$ cat src/rtl/aes_pkg.sv
// Shared widths, arbiter state encodings and direction constants for the AES core arbiter.
// No logic and no latency.
// No handshakes; constants only.
package aes_pkg;

  localparam int AES_BLOCK_W = 128;
  localparam int AES_KEY_W   = 128;

  // Arbiter FSM encodings
  localparam logic [2:0] ST_IDLE      = 3'd0;
  localparam logic [2:0] ST_ISSUE     = 3'd1;
  localparam logic [2:0] ST_WAIT_DONE = 3'd2;
  localparam logic [2:0] ST_RESP      = 3'd3;
  localparam logic [2:0] ST_DRAIN     = 3'd4;
  localparam logic [2:0] ST_ERROR     = 3'd5;

  // Direction as seen by the core
  localparam logic ENC = 1'b1;
  localparam logic DEC = 1'b0;

endpackage

$ cat src/rtl/aes_rr_arbiter.sv
// Round-robin grant: scans requests starting at ptr_i and returns a one-hot grant plus its index.
// Purely combinational, zero latency.
// No backpressure; the caller decides when a grant is honoured.
module aes_rr_arbiter #(
  parameter int NUM_REQ = 4,
  parameter int ID_W    = 2
) (
  input  logic [NUM_REQ-1:0] req_i,
  input  logic [ID_W-1:0]    ptr_i,
  output logic [NUM_REQ-1:0] gnt_o,
  output logic [ID_W-1:0]    gnt_idx_o,
  output logic               gnt_vld_o
);

  // First asserted request at or after the pointer, wrapping around
  always_comb begin
    int idx;
    gnt_o     = '0;
    gnt_idx_o = '0;
    gnt_vld_o = 1'b0;
    idx       = 0;
    for (int i = 0; i < NUM_REQ; i++) begin
      idx = (int'(ptr_i) + i) % NUM_REQ;
      if (!gnt_vld_o && req_i[ID_W'(idx)]) begin
        gnt_vld_o           = 1'b1;
        gnt_o[ID_W'(idx)]   = 1'b1;
        gnt_idx_o           = ID_W'(idx);
      end
    end
  end

endmodule

$ cat src/rtl/aes_core_arbiter.sv
// Shares one iterative AES-128 core between NUM_REQ requesters, round-robin, one job at a time.
// Latency: request handshake -> core_start next cycle -> resp_valid one cycle after core_ready.
// Backpressure: a held response blocks all grants; a watchdog timeout locks in ERROR until rst_n.
module aes_core_arbiter
  import aes_pkg::*;
#(
  parameter int NUM_REQ        = 4,
  parameter int ID_W           = 2,
  parameter int TIMEOUT_CYCLES = 1023
) (
  input  logic                           clk,
  input  logic                           rst_n,
  input  logic [NUM_REQ-1:0]             req_valid,
  output logic [NUM_REQ-1:0]             req_ready,
  input  logic [NUM_REQ-1:0]             req_enc_dec,
  input  logic [NUM_REQ*AES_BLOCK_W-1:0] req_data,
  input  logic [NUM_REQ*AES_KEY_W-1:0]   req_key,
  output logic                           resp_valid,
  input  logic                           resp_ready,
  output logic [ID_W-1:0]                resp_id,
  output logic [AES_BLOCK_W-1:0]         resp_data,
  output logic                           resp_err,
  output logic                           core_start,
  output logic                           core_enc_dec,
  output logic [AES_BLOCK_W-1:0]         core_data_in,
  output logic [AES_KEY_W-1:0]           core_key_in,
  input  logic [AES_BLOCK_W-1:0]         core_data_out,
  input  logic                           core_ready,
  output logic                           busy,
  output logic                           err_timeout
);

  localparam int CNT_W = $clog2(TIMEOUT_CYCLES + 1);
  // The error response is registered, so deciding one count early makes it
  // land exactly TIMEOUT_CYCLES cycles after core_start.
  localparam logic [CNT_W-1:0] WD_LAST = CNT_W'(TIMEOUT_CYCLES - 1);

  logic [2:0]             state_q, state_d;
  logic [ID_W-1:0]        ptr_q, ptr_d;
  logic [ID_W-1:0]        id_q, id_d;
  logic                   enc_q, enc_d;
  logic [AES_BLOCK_W-1:0] data_q, data_d;
  logic [AES_KEY_W-1:0]   key_q, key_d;
  logic [AES_BLOCK_W-1:0] resp_data_q, resp_data_d;
  logic                   resp_valid_q, resp_valid_d;
  logic                   resp_err_q, resp_err_d;
  logic                   err_q, err_d;
  logic [CNT_W-1:0]       cnt_q, cnt_d;
  logic [CNT_W-1:0]       cnt_nx;

  logic [NUM_REQ-1:0]     gnt;
  logic [ID_W-1:0]        gnt_idx;
  logic                   gnt_vld;
  logic                   idle;
  logic                   sel_enc;
  logic [AES_BLOCK_W-1:0] sel_data;
  logic [AES_KEY_W-1:0]   sel_key;

  aes_rr_arbiter #(
    .NUM_REQ (NUM_REQ),
    .ID_W    (ID_W)
  ) u_rr (
    .req_i     (req_valid),
    .ptr_i     (ptr_q),
    .gnt_o     (gnt),
    .gnt_idx_o (gnt_idx),
    .gnt_vld_o (gnt_vld)
  );

  assign idle      = (state_q == ST_IDLE);
  assign req_ready = idle ? gnt : '0;
  assign cnt_nx    = cnt_q + CNT_W'(1);

  // Select the granted requester's direction, block and key
  always_comb begin
    sel_enc  = 1'b0;
    sel_data = '0;
    sel_key  = '0;
    for (int i = 0; i < NUM_REQ; i++) begin
      if (gnt[i]) begin
        sel_enc  = req_enc_dec[i];
        sel_data = req_data[i*AES_BLOCK_W +: AES_BLOCK_W];
        sel_key  = req_key[i*AES_KEY_W +: AES_KEY_W];
      end
    end
  end

  // Next-state logic for the job sequencer, watchdog and response registers
  always_comb begin
    state_d      = state_q;
    ptr_d        = ptr_q;
    id_d         = id_q;
    enc_d        = enc_q;
    data_d       = data_q;
    key_d        = key_q;
    resp_data_d  = resp_data_q;
    resp_valid_d = resp_valid_q;
    resp_err_d   = resp_err_q;
    err_d        = err_q;
    cnt_d        = cnt_q;
    case (state_q)
      ST_IDLE: begin
        if (gnt_vld) begin
          enc_d   = sel_enc;
          data_d  = sel_data;
          key_d   = sel_key;
          id_d    = gnt_idx;
          ptr_d   = (gnt_idx == ID_W'(NUM_REQ - 1)) ? '0 : gnt_idx + ID_W'(1);
          state_d = ST_ISSUE;
        end
      end
      ST_ISSUE: begin
        cnt_d   = '0;
        state_d = ST_WAIT_DONE;
      end
      ST_WAIT_DONE: begin
        cnt_d = cnt_nx;
        if (core_ready) begin
          resp_data_d  = core_data_out;
          resp_valid_d = 1'b1;
          resp_err_d   = 1'b0;
          state_d      = ST_RESP;
        end else if (cnt_nx == WD_LAST) begin
          err_d        = 1'b1;
          resp_data_d  = '0;
          resp_valid_d = 1'b1;
          resp_err_d   = 1'b1;
          state_d      = ST_ERROR;
        end
      end
      ST_RESP: begin
        if (resp_ready) begin
          resp_valid_d = 1'b0;
          state_d      = core_ready ? ST_DRAIN : ST_IDLE;
        end
      end
      ST_DRAIN: begin
        // A ready still high from the last job must not count as the next completion
        if (!core_ready) state_d = ST_IDLE;
      end
      ST_ERROR: begin
        if (resp_valid_q && resp_ready) resp_valid_d = 1'b0;
      end
      default: state_d = ST_IDLE;
    endcase
  end

  // State and datapath registers, all cleared by the shared async reset
  always_ff @(posedge clk or negedge rst_n) begin
    if (!rst_n) begin
      state_q      <= ST_IDLE;
      ptr_q        <= '0;
      id_q         <= '0;
      enc_q        <= DEC;
      data_q       <= '0;
      key_q        <= '0;
      resp_data_q  <= '0;
      resp_valid_q <= 1'b0;
      resp_err_q   <= 1'b0;
      err_q        <= 1'b0;
      cnt_q        <= '0;
    end else begin
      state_q      <= state_d;
      ptr_q        <= ptr_d;
      id_q         <= id_d;
      enc_q        <= enc_d;
      data_q       <= data_d;
      key_q        <= key_d;
      resp_data_q  <= resp_data_d;
      resp_valid_q <= resp_valid_d;
      resp_err_q   <= resp_err_d;
      err_q        <= err_d;
      cnt_q        <= cnt_d;
    end
  end

  assign core_start   = (state_q == ST_ISSUE);
  assign core_enc_dec = enc_q;
  assign core_data_in = data_q;
  assign core_key_in  = key_q;
  assign resp_valid   = resp_valid_q;
  assign resp_id      = id_q;
  assign resp_data    = resp_data_q;
  assign resp_err     = resp_err_q;
  assign busy         = !idle;
  assign err_timeout  = err_q;

endmodule

$ cat config.mk
export PLATFORM = sky130hd
export DESIGN_NAME = aes_core_arbiter
export DESIGN_NICKNAME = d
export VERILOG_FILES = /design/src/rtl/aes_pkg.sv /design/src/rtl/aes_rr_arbiter.sv /design/src/rtl/aes_core_arbiter.sv
export SDC_FILE = /design/constraint.sdc
export NUM_CORES = 1
export LEC_CHECK = 0
export ABC_CLOCK_PERIOD_IN_PS = 3600
export CORE_AREA = 8 8 604 606
export CTS_CLUSTER_SIZE = 30
export DETAILED_ROUTE_END_ITERATION = 10
export DIE_AREA = 0 0 612 614
export GPL_ROUTABILITY_DRIVEN = 0
export PLACE_DENSITY = 0.32
export SETUP_SLACK_MARGIN = 0.15
export SLEW_MARGIN = 20
export SYNTH_ARGS = -nofsm -noshare
export SYNTH_HDL_FRONTEND = slang
export SYNTH_SLANG_ARGS = --single-unit
$ cat constraint.sdc
create_clock -name clk -period 3.6 [get_ports clk]
set_input_delay 0.36 -clock clk [delete_from_list [all_inputs] [get_ports clk]]
set_output_delay 0.36 -clock clk [all_outputs]
set_load 0.005 [all_outputs]
==> metrics, run 1 <==
outcome=completed; post-route minimum period=3.43 ns; worst hold margin=0.185 ns; worst endpoint required time=4.23 ns; Final Max Tran Viols=0; post-layout net count=between 5000 and 6000; via count=slightly below 30000; P_int=~28 mW; cell taking the most area after synthesis=dfrtp_1; crit path buf inv count=6; first-pass GRT wire length=365 mm; port buffer count=~1600; post-synth net total=about 3400; TritonCTS Buffers=70; final worst-path cycle share=approximately 95%; Setup-failing EPs final=0; Setup Skew=0.0907 ns; Die W=approximately 600 µm; clk slew on worst S/H paths=roughly 0.060 ns; die height=614 µm; Final WS setup=0.174 ns; drt pass-1 iters=5; critical path's slowest cell=mux4_2; LEAKAGE=18.3 nW; Syn-to-layout area delta=109%; P_sw=about 23 mW; Combinational Power Share=~70%; Avg Synthesized Cell Area=10.8 µm²; Worst-Margin Slew=~0.99 ns; Clock Power Share=13.7%; cell area after synthesis=approximately 24000 µm²; CP cell instances=buf_6 > mux4_2 > a221o_1 > a221o_1 > buf_6 > a211oi_4 > buf_12 > buf_12 > buf_16 > clkbuf_16 > a221oi_2 > o31ai_1; Initial Utilization=under 10%; DRC viols=0; maxcap violations=0; CP top delay family=compound AO/OA/AOI/OAI gates; Clock Tree Buf Depth=4; initial antenna violation count=between 200 and 250; top cell type's share of synthesized area=between 40% and 50%; commonest non-fill, non-tap cell in the layout=clkdlybuf4s50_1; H-tree depth=3; top_reg_cell synth=dfrtp_1; Synth Instances=approximately 2200; pin count of the biggest net entering global routing=between 90 and 100; pre-CTS setup slack=-0.255 ns; Yosys cell types=50; core area=roughly 350000 µm²; Util after Layout=14.3%; P per Cell Area=999 nW/µm²; Peak Freq=slightly below 300 MHz; CP max stage delay=roughly 0.60 ns; total track usage=about 15%; Sw Share=45.7%; critical path arrival=~4.1 ns; FFs w/ async S/R, synth=100%; Fillers=40013; synth top area cells=dfrtp_1 (42%), a221oi_2 (14%), a2bb2oi_1 (9.2%); class of the most critical setup path=flip-flop to flip-flop; share of cells above drive strength 1=a little over a fifth; total negative setup slack=0 ns; DP Cell Count=8545; crit-path max FO=11; HPWL Detailed=255 mm; crit path capture type=flip-flop; DRT iter0 DRCs=~2200; CTS tree=yes; unrepaired setup endpoints after global routing=yes; Seq pwr share=16.4%; number of enable flip-flop cells after synthesis=0; Worst setup SP type=flip-flop; sequential fraction of the synthesis area=about two fifths; vias per inst=around 3.4; VDD IR max=386 µV; Max-Slew Margin vs Limit=roughly 34%; Die ar.=approximately 380000 µm²; Num Clock Sinks=around 400; worst min path class=input port to flip-flop; detailed-route wire length=297 mm; Clock Tree Root=clkbuf_16; vias in the first global route=30173; leading cell types in the layout, fill and taps excluded=clkdlybuf4s50_1 (1553), dfrtp_1 (405), nand2_1 (275); Syn. warnings=0; Routed wire per std cell=33.9 µm; worst skew pair latency=between 0.7 and 0.8 ns; Final Hold Viols=0; fin cells=a little under 9000; I/O Pins=1560; global route total overflow=0; synthesized flop and latch total=about 410; cell row count=around 220; Final ANT Viol Nets=0
==> per-stage QoR <==
step | area (µm²) | power (mW)
2_1_floorplan | 24300 | 24.5
3_3_place_gp | 47500 | 42.3
3_5_place_dp | 47500 | 42.3
4_1_cts | 49900 | 50.2
5_1_grt | 50800 | 53.7
6_report | 50800 | 50.8
==> kinds of logic after synthesis <==
family	Yosys count	synth area share (%)
flip-flops	405	41.6
adder cells (fa/ha/maj)	10	0.514
multiplexers	14	0.792
AO/OA/AOI/OAI	947	41.9
buffers and inverters	273	5.46
AND/OR/NAND/NOR	590	9.52
XOR/XNOR	5	0.180
==> power by group through the flow <==
stage	clock network, mW	registers [mW]	logic, mW
after CTS	7.32	8.32	34.5
after global placement	0	8.35	33.9
after global routing	7.39	8.54	37.8
final	6.95	8.32	35.5
after floorplan	0	7.89	16.6
after detailed placement	0	8.37	34.0
==> metal layers <==
layer	global-route usage, %	routed length [µm]
met3	4.44	22200
met2	27.7	154000
met4	4.39	12000
met5	0	352
met1	16.1	109000
==> cells in the mapped netlist (4+ instances only) <==
cell type / count
and2_1: 5
nor2_1: 274
buf_2: 60
clkbuf_1: 159
a21o_1: 4
a2bb2oi_1: 257
ha_1: 10
and3_1: 5
nand2b_1: 5
nor3_1: 4
dfrtp_1: 405
a221oi_2: 231
buf_1: 21
buf_6: 15
mux4_2: 4
a22o_1: 129
inv_1: 7
mux2i_1: 8
o21ai_0: 19
a221oi_1: 27
a21oi_1: 5
o31ai_1: 83
nand3_1: 6
nand2_1: 276
o22ai_1: 4
buf_8: 10
o31ai_2: 175
==> area by class of cell <==
cell class | count | area, µm² | area share (%)
clock buffers | 90 | 1910 | 3.75
flip-flops and latches | 405 | 10100 | 19.9
repair buffers | 1852 | 19200 | 37.8
clock inverters | 19 | 249 | 0.490
inverters | 7 | 26.3 | 0.0517
multi-input cells | 1566 | 13100 | 25.8
diodes | 94 | 235 | 0.463
well taps | 4751 | 5940 | 11.7
==> final timing paths <==
| kind | startpoint | end | slack (ns) | cells past startpoint |
|---|---|---|---|---|
| max | ptr_q[1]$_DFFE_PN0P_ | core_data_in[106]$_DFFE_PN0P_ | 0.17 | 12 |
| min | core_data_out[19] | resp_data[19]$_DFFE_PN0P_ | 0.18 | 2 |
| max reg2reg | ptr_q[1]$_DFFE_PN0P_ | core_data_in[106]$_DFFE_PN0P_ | 0.17 | 12 |
| min reg2reg | core_key_in[34]$_DFFE_PN0P_ | core_key_in[34]$_DFFE_PN0P_ | 0.49 | 2 |
| max in group asynchronous | rst_n | core_data_in[51]$_DFFE_PN0P_ | 2.22 | 3 |
| min in group asynchronous | rst_n | resp_data[73]$_DFFE_PN0P_ | 0.29 | 2 |
==> flip-flops by register name, summed over array words and instances (netlist names), named ones only <==
name	count
state_q	3
ptr_q	1
err_timeout	1
core_data_in	128
resp_err	1
core_key_in	128
cnt_q	10
resp_valid	1
resp_data	128
core_enc_dec	1
resp_id	2
==> what timing repair did <==
action | 4_1_cts | 5_1_grt
hold endpoints to repair | 45 | 0
hold buffers | 1 | 0
gates cloned | 2 | 11
pin swaps | 3 | 92
endpoints found under the setup margin | 69 | 211
gates resized for setup | 22 | 59
setup buffers | 6 | 16
Power figures use the tool's default switching activity.
==> run 2: changes to the inputs <==
Settings changed: CAP_MARGIN from default to 20.
==> results of run 2 <==
Same layout as run 1: the final DEF is identical, and so are final timing and power.
==> run 3: changes to the inputs <==
Settings changed: REMOVE_ABC_BUFFERS from default to 1.
==> run 3 against run 2 <==
  * Die area unchanged
  * Critical endpoint is now core_data_in[68]$_DFFE_PN0P_
  * Clock skew down 0.049 ns
  * Largest cell class unchanged
  * First-iteration DRC count down 11%
  * Count of clock-buffer cells in the layout up 13
  * Worst setup slack worse by 0.0031 ns
  * Critical path depth unchanged
  * Global-route usage down 1.2 points
  * Hold slack better by 0.033 ns
  * Combinational power down 4%
  * Register-to-register slack about the same
  * Maximum frequency about the same
  * Routed wire length down 9.2%
==> metrics, run 3 (synthesis results as in run 1) <==
outcome=completed (unchanged); drt pass-1 iters=5 (unchanged); Syn-to-layout area delta=105% (was 109%); Max-Slew Margin vs Limit=39.1% (was 33.8%); Final Max Tran Viols=0 (unchanged); total track usage=13.6% (was 14.9%); Final Hold Viols=0 (unchanged); CTS tree=yes (unchanged); post-route minimum period=3.43 ns (about the same); I/O Pins=1560 (unchanged); DRC viols=0 (unchanged); post-layout net count=5048 (was 5076); P per Cell Area=987 nW/µm² (was 999 nW/µm²); Setup Skew=0.0415 ns (was 0.0907 ns); DRT iter0 DRCs=1956 (was 2193); via count=28236 (was 29455); port buffer count=1559 (unchanged); Num Clock Sinks=405 (unchanged); core area=355000 µm² (unchanged); critical path arrival=4.08 ns (was 4.06 ns); share of cells above drive strength 1=20.4% (was 21.0%); clk slew on worst S/H paths=0.06 ns (about the same); H-tree depth=3 (unchanged); total negative setup slack=0 ns (unchanged); Fillers=40146 (was 40013); Worst-Margin Slew=0.913 ns (was 0.993 ns); Routed wire per std cell=31.1 µm (was 33.9 µm); worst hold margin=0.218 ns (was 0.185 ns); area taken by multi-input logic gates=13000 µm² (was 13100 µm²); TritonCTS Buffers=71 (was 70); DP Area=47300 µm² (was 47500 µm²); pin count of the biggest net entering global routing=68 (was 91); Final ANT Viol Nets=0 (unchanged); Die W=612 µm (unchanged); Clock Tree Root=clkbuf_16 (unchanged); initial antenna violation count=122 (was 222); detailed-route wire length=270 mm (was 297 mm); Initial Utilization=6.86% (unchanged); vias per inst=3.25 (was 3.35); final worst-path cycle share=95.3% (was 95.2%); vias in the first global route=30641 (was 30173); VDD IR max=560 µV (was 386 µV); LEAKAGE=17.9 nW (was 18.3 nW); worst skew pair latency=0.74 ns (was 0.78 ns); Sequential Area=10100 µm² (unchanged); unrepaired setup endpoints after global routing=yes (unchanged); worst endpoint required time=4.25 ns (was 4.23 ns); Reg2Reg Depth=12 (unchanged); Peak Freq=292 MHz (about the same); global route total overflow=0 (unchanged); leading cell types in the layout, fill and taps excluded=clkdlybuf4s50_1 (1554), dfrtp_1 (405), nand2_1 (275) (was clkdlybuf4s50_1 (1553), dfrtp_1 (405), nand2_1 (275)); maxcap violations=0 (unchanged); crit-path max FO=28 (was 11); Worst setup endpoint=core_data_in[68]$_DFFE_PN0P_ (was core_data_in[106]$_DFFE_PN0P_); Clock Tree Buf Depth=4 (unchanged); Worst setup SP type=flip-flop (unchanged); class of the most critical setup path=flip-flop to flip-flop (unchanged); cell row count=219 (unchanged); fin cells=8698 (was 8784); HPWL Detailed=230 mm (was 255 mm); DP Cell Count=8537 (was 8545); Crit Reg-Reg Endpoint=core_data_in[68]$_DFFE_PN0P_ (was core_data_in[106]$_DFFE_PN0P_); commonest non-fill, non-tap cell in the layout=clkdlybuf4s50_1 (unchanged); Setup-failing EPs final=0 (unchanged); worst min path class=input port to flip-flop (unchanged); crit path capture type=flip-flop (unchanged); Die ar.=376000 µm² (unchanged); R2R Setup Slk=0.17 ns (about the same); first-pass GRT wire length=341 mm (was 365 mm); Design Area, Final=49800 µm² (was 50800 µm²); die height=614 µm (unchanged)
run 3: how the worst min path moves through the flow:
stage	start	to	cells after the start
floorplan	rst_n	async pin	0
global placement	core_data_in[6]$_DFFE_PN0P_	core_data_in[6]$_DFFE_PN0P_	2
detailed placement	resp_data[125]$_DFFE_PN0P_	resp_data[125]$_DFFE_PN0P_	1
CTS	req_data[368]	core_data_in[112]$_DFFE_PN0P_	3
global route	req_key[308]	core_key_in[52]$_DFFE_PN0P_	3
finish	req_data[368]	core_data_in[112]$_DFFE_PN0P_	3
run 3: stage by stage:
| step | power [mW] | util (%) | worst slack [ns] |
|---|---|---|---|
| after floorplan | 17.7 | - | -20.10 |
| after global placement | 42.9 | 13.3 | -0.108 |
| after detailed placement | 42.9 | 13.3 | -0.154 |
| after CTS | 50.4 | 14.0 | 0.0378 |
| after global routing | 52.3 | 14.0 | 0.0644 |
| final | 49.2 | 14.0 | 0.171 |
run 3: area by class of cell:
type,count,area share (%)
Tap cell,4751,11.9
Timing Repair Buffer,1823,37.1
Clock buffer,103,4.07
Antenna cell,24,0.121
Multi-Input combinational cell,1566,26.1
Clock inverter,19,0.311
Inverter,7,0.0527
Sequential cell,405,20.3
run 3: worst max-delay path, cell delays in order (launching register included):
cell and delay (ns):
dfrtp_1 0.41, inv_1 0.11, ha_4 0.32, mux2_2 0.37
a221o_1 0.33, a221o_1 0.28, buf_4 0.15, a211oi_4 0.17
buf_4 0.18, buf_12 0.19, buf_16 0.27, a221oi_2 0.11
o31ai_2 0.23
run 3: routing by layer:
metal,vias to the layer above,part of all wire [%],global-route usage (%)
met5,-,0.17,0
met4,72,2.6,2.85
met3,345,8.1,4.79
met2,1281,51,24.5
met1,14460,39,15.5
li1,12078,-,-
run 3: power breakdown:
part | switching [mW] | leakage [nW] | internal [mW] | total (mW)
logic | 18.7 | 11.7 | 15.3 | 34.0
clock network | 2.85 | 1.07 | 3.97 | 6.82
registers | 1.73 | 5.13 | 6.66 | 8.39
run 3: what timing repair did:
action / 4_1_cts / 5_1_grt
hold endpoints to repair: 53 / 0
setup buffers: 4 / 9
pin swaps: 1 / 1
gates cloned: 0 / 1
hold buffers: 1 / 0
setup endpoints to repair: 76 / 101
resized for setup: 24 / 7
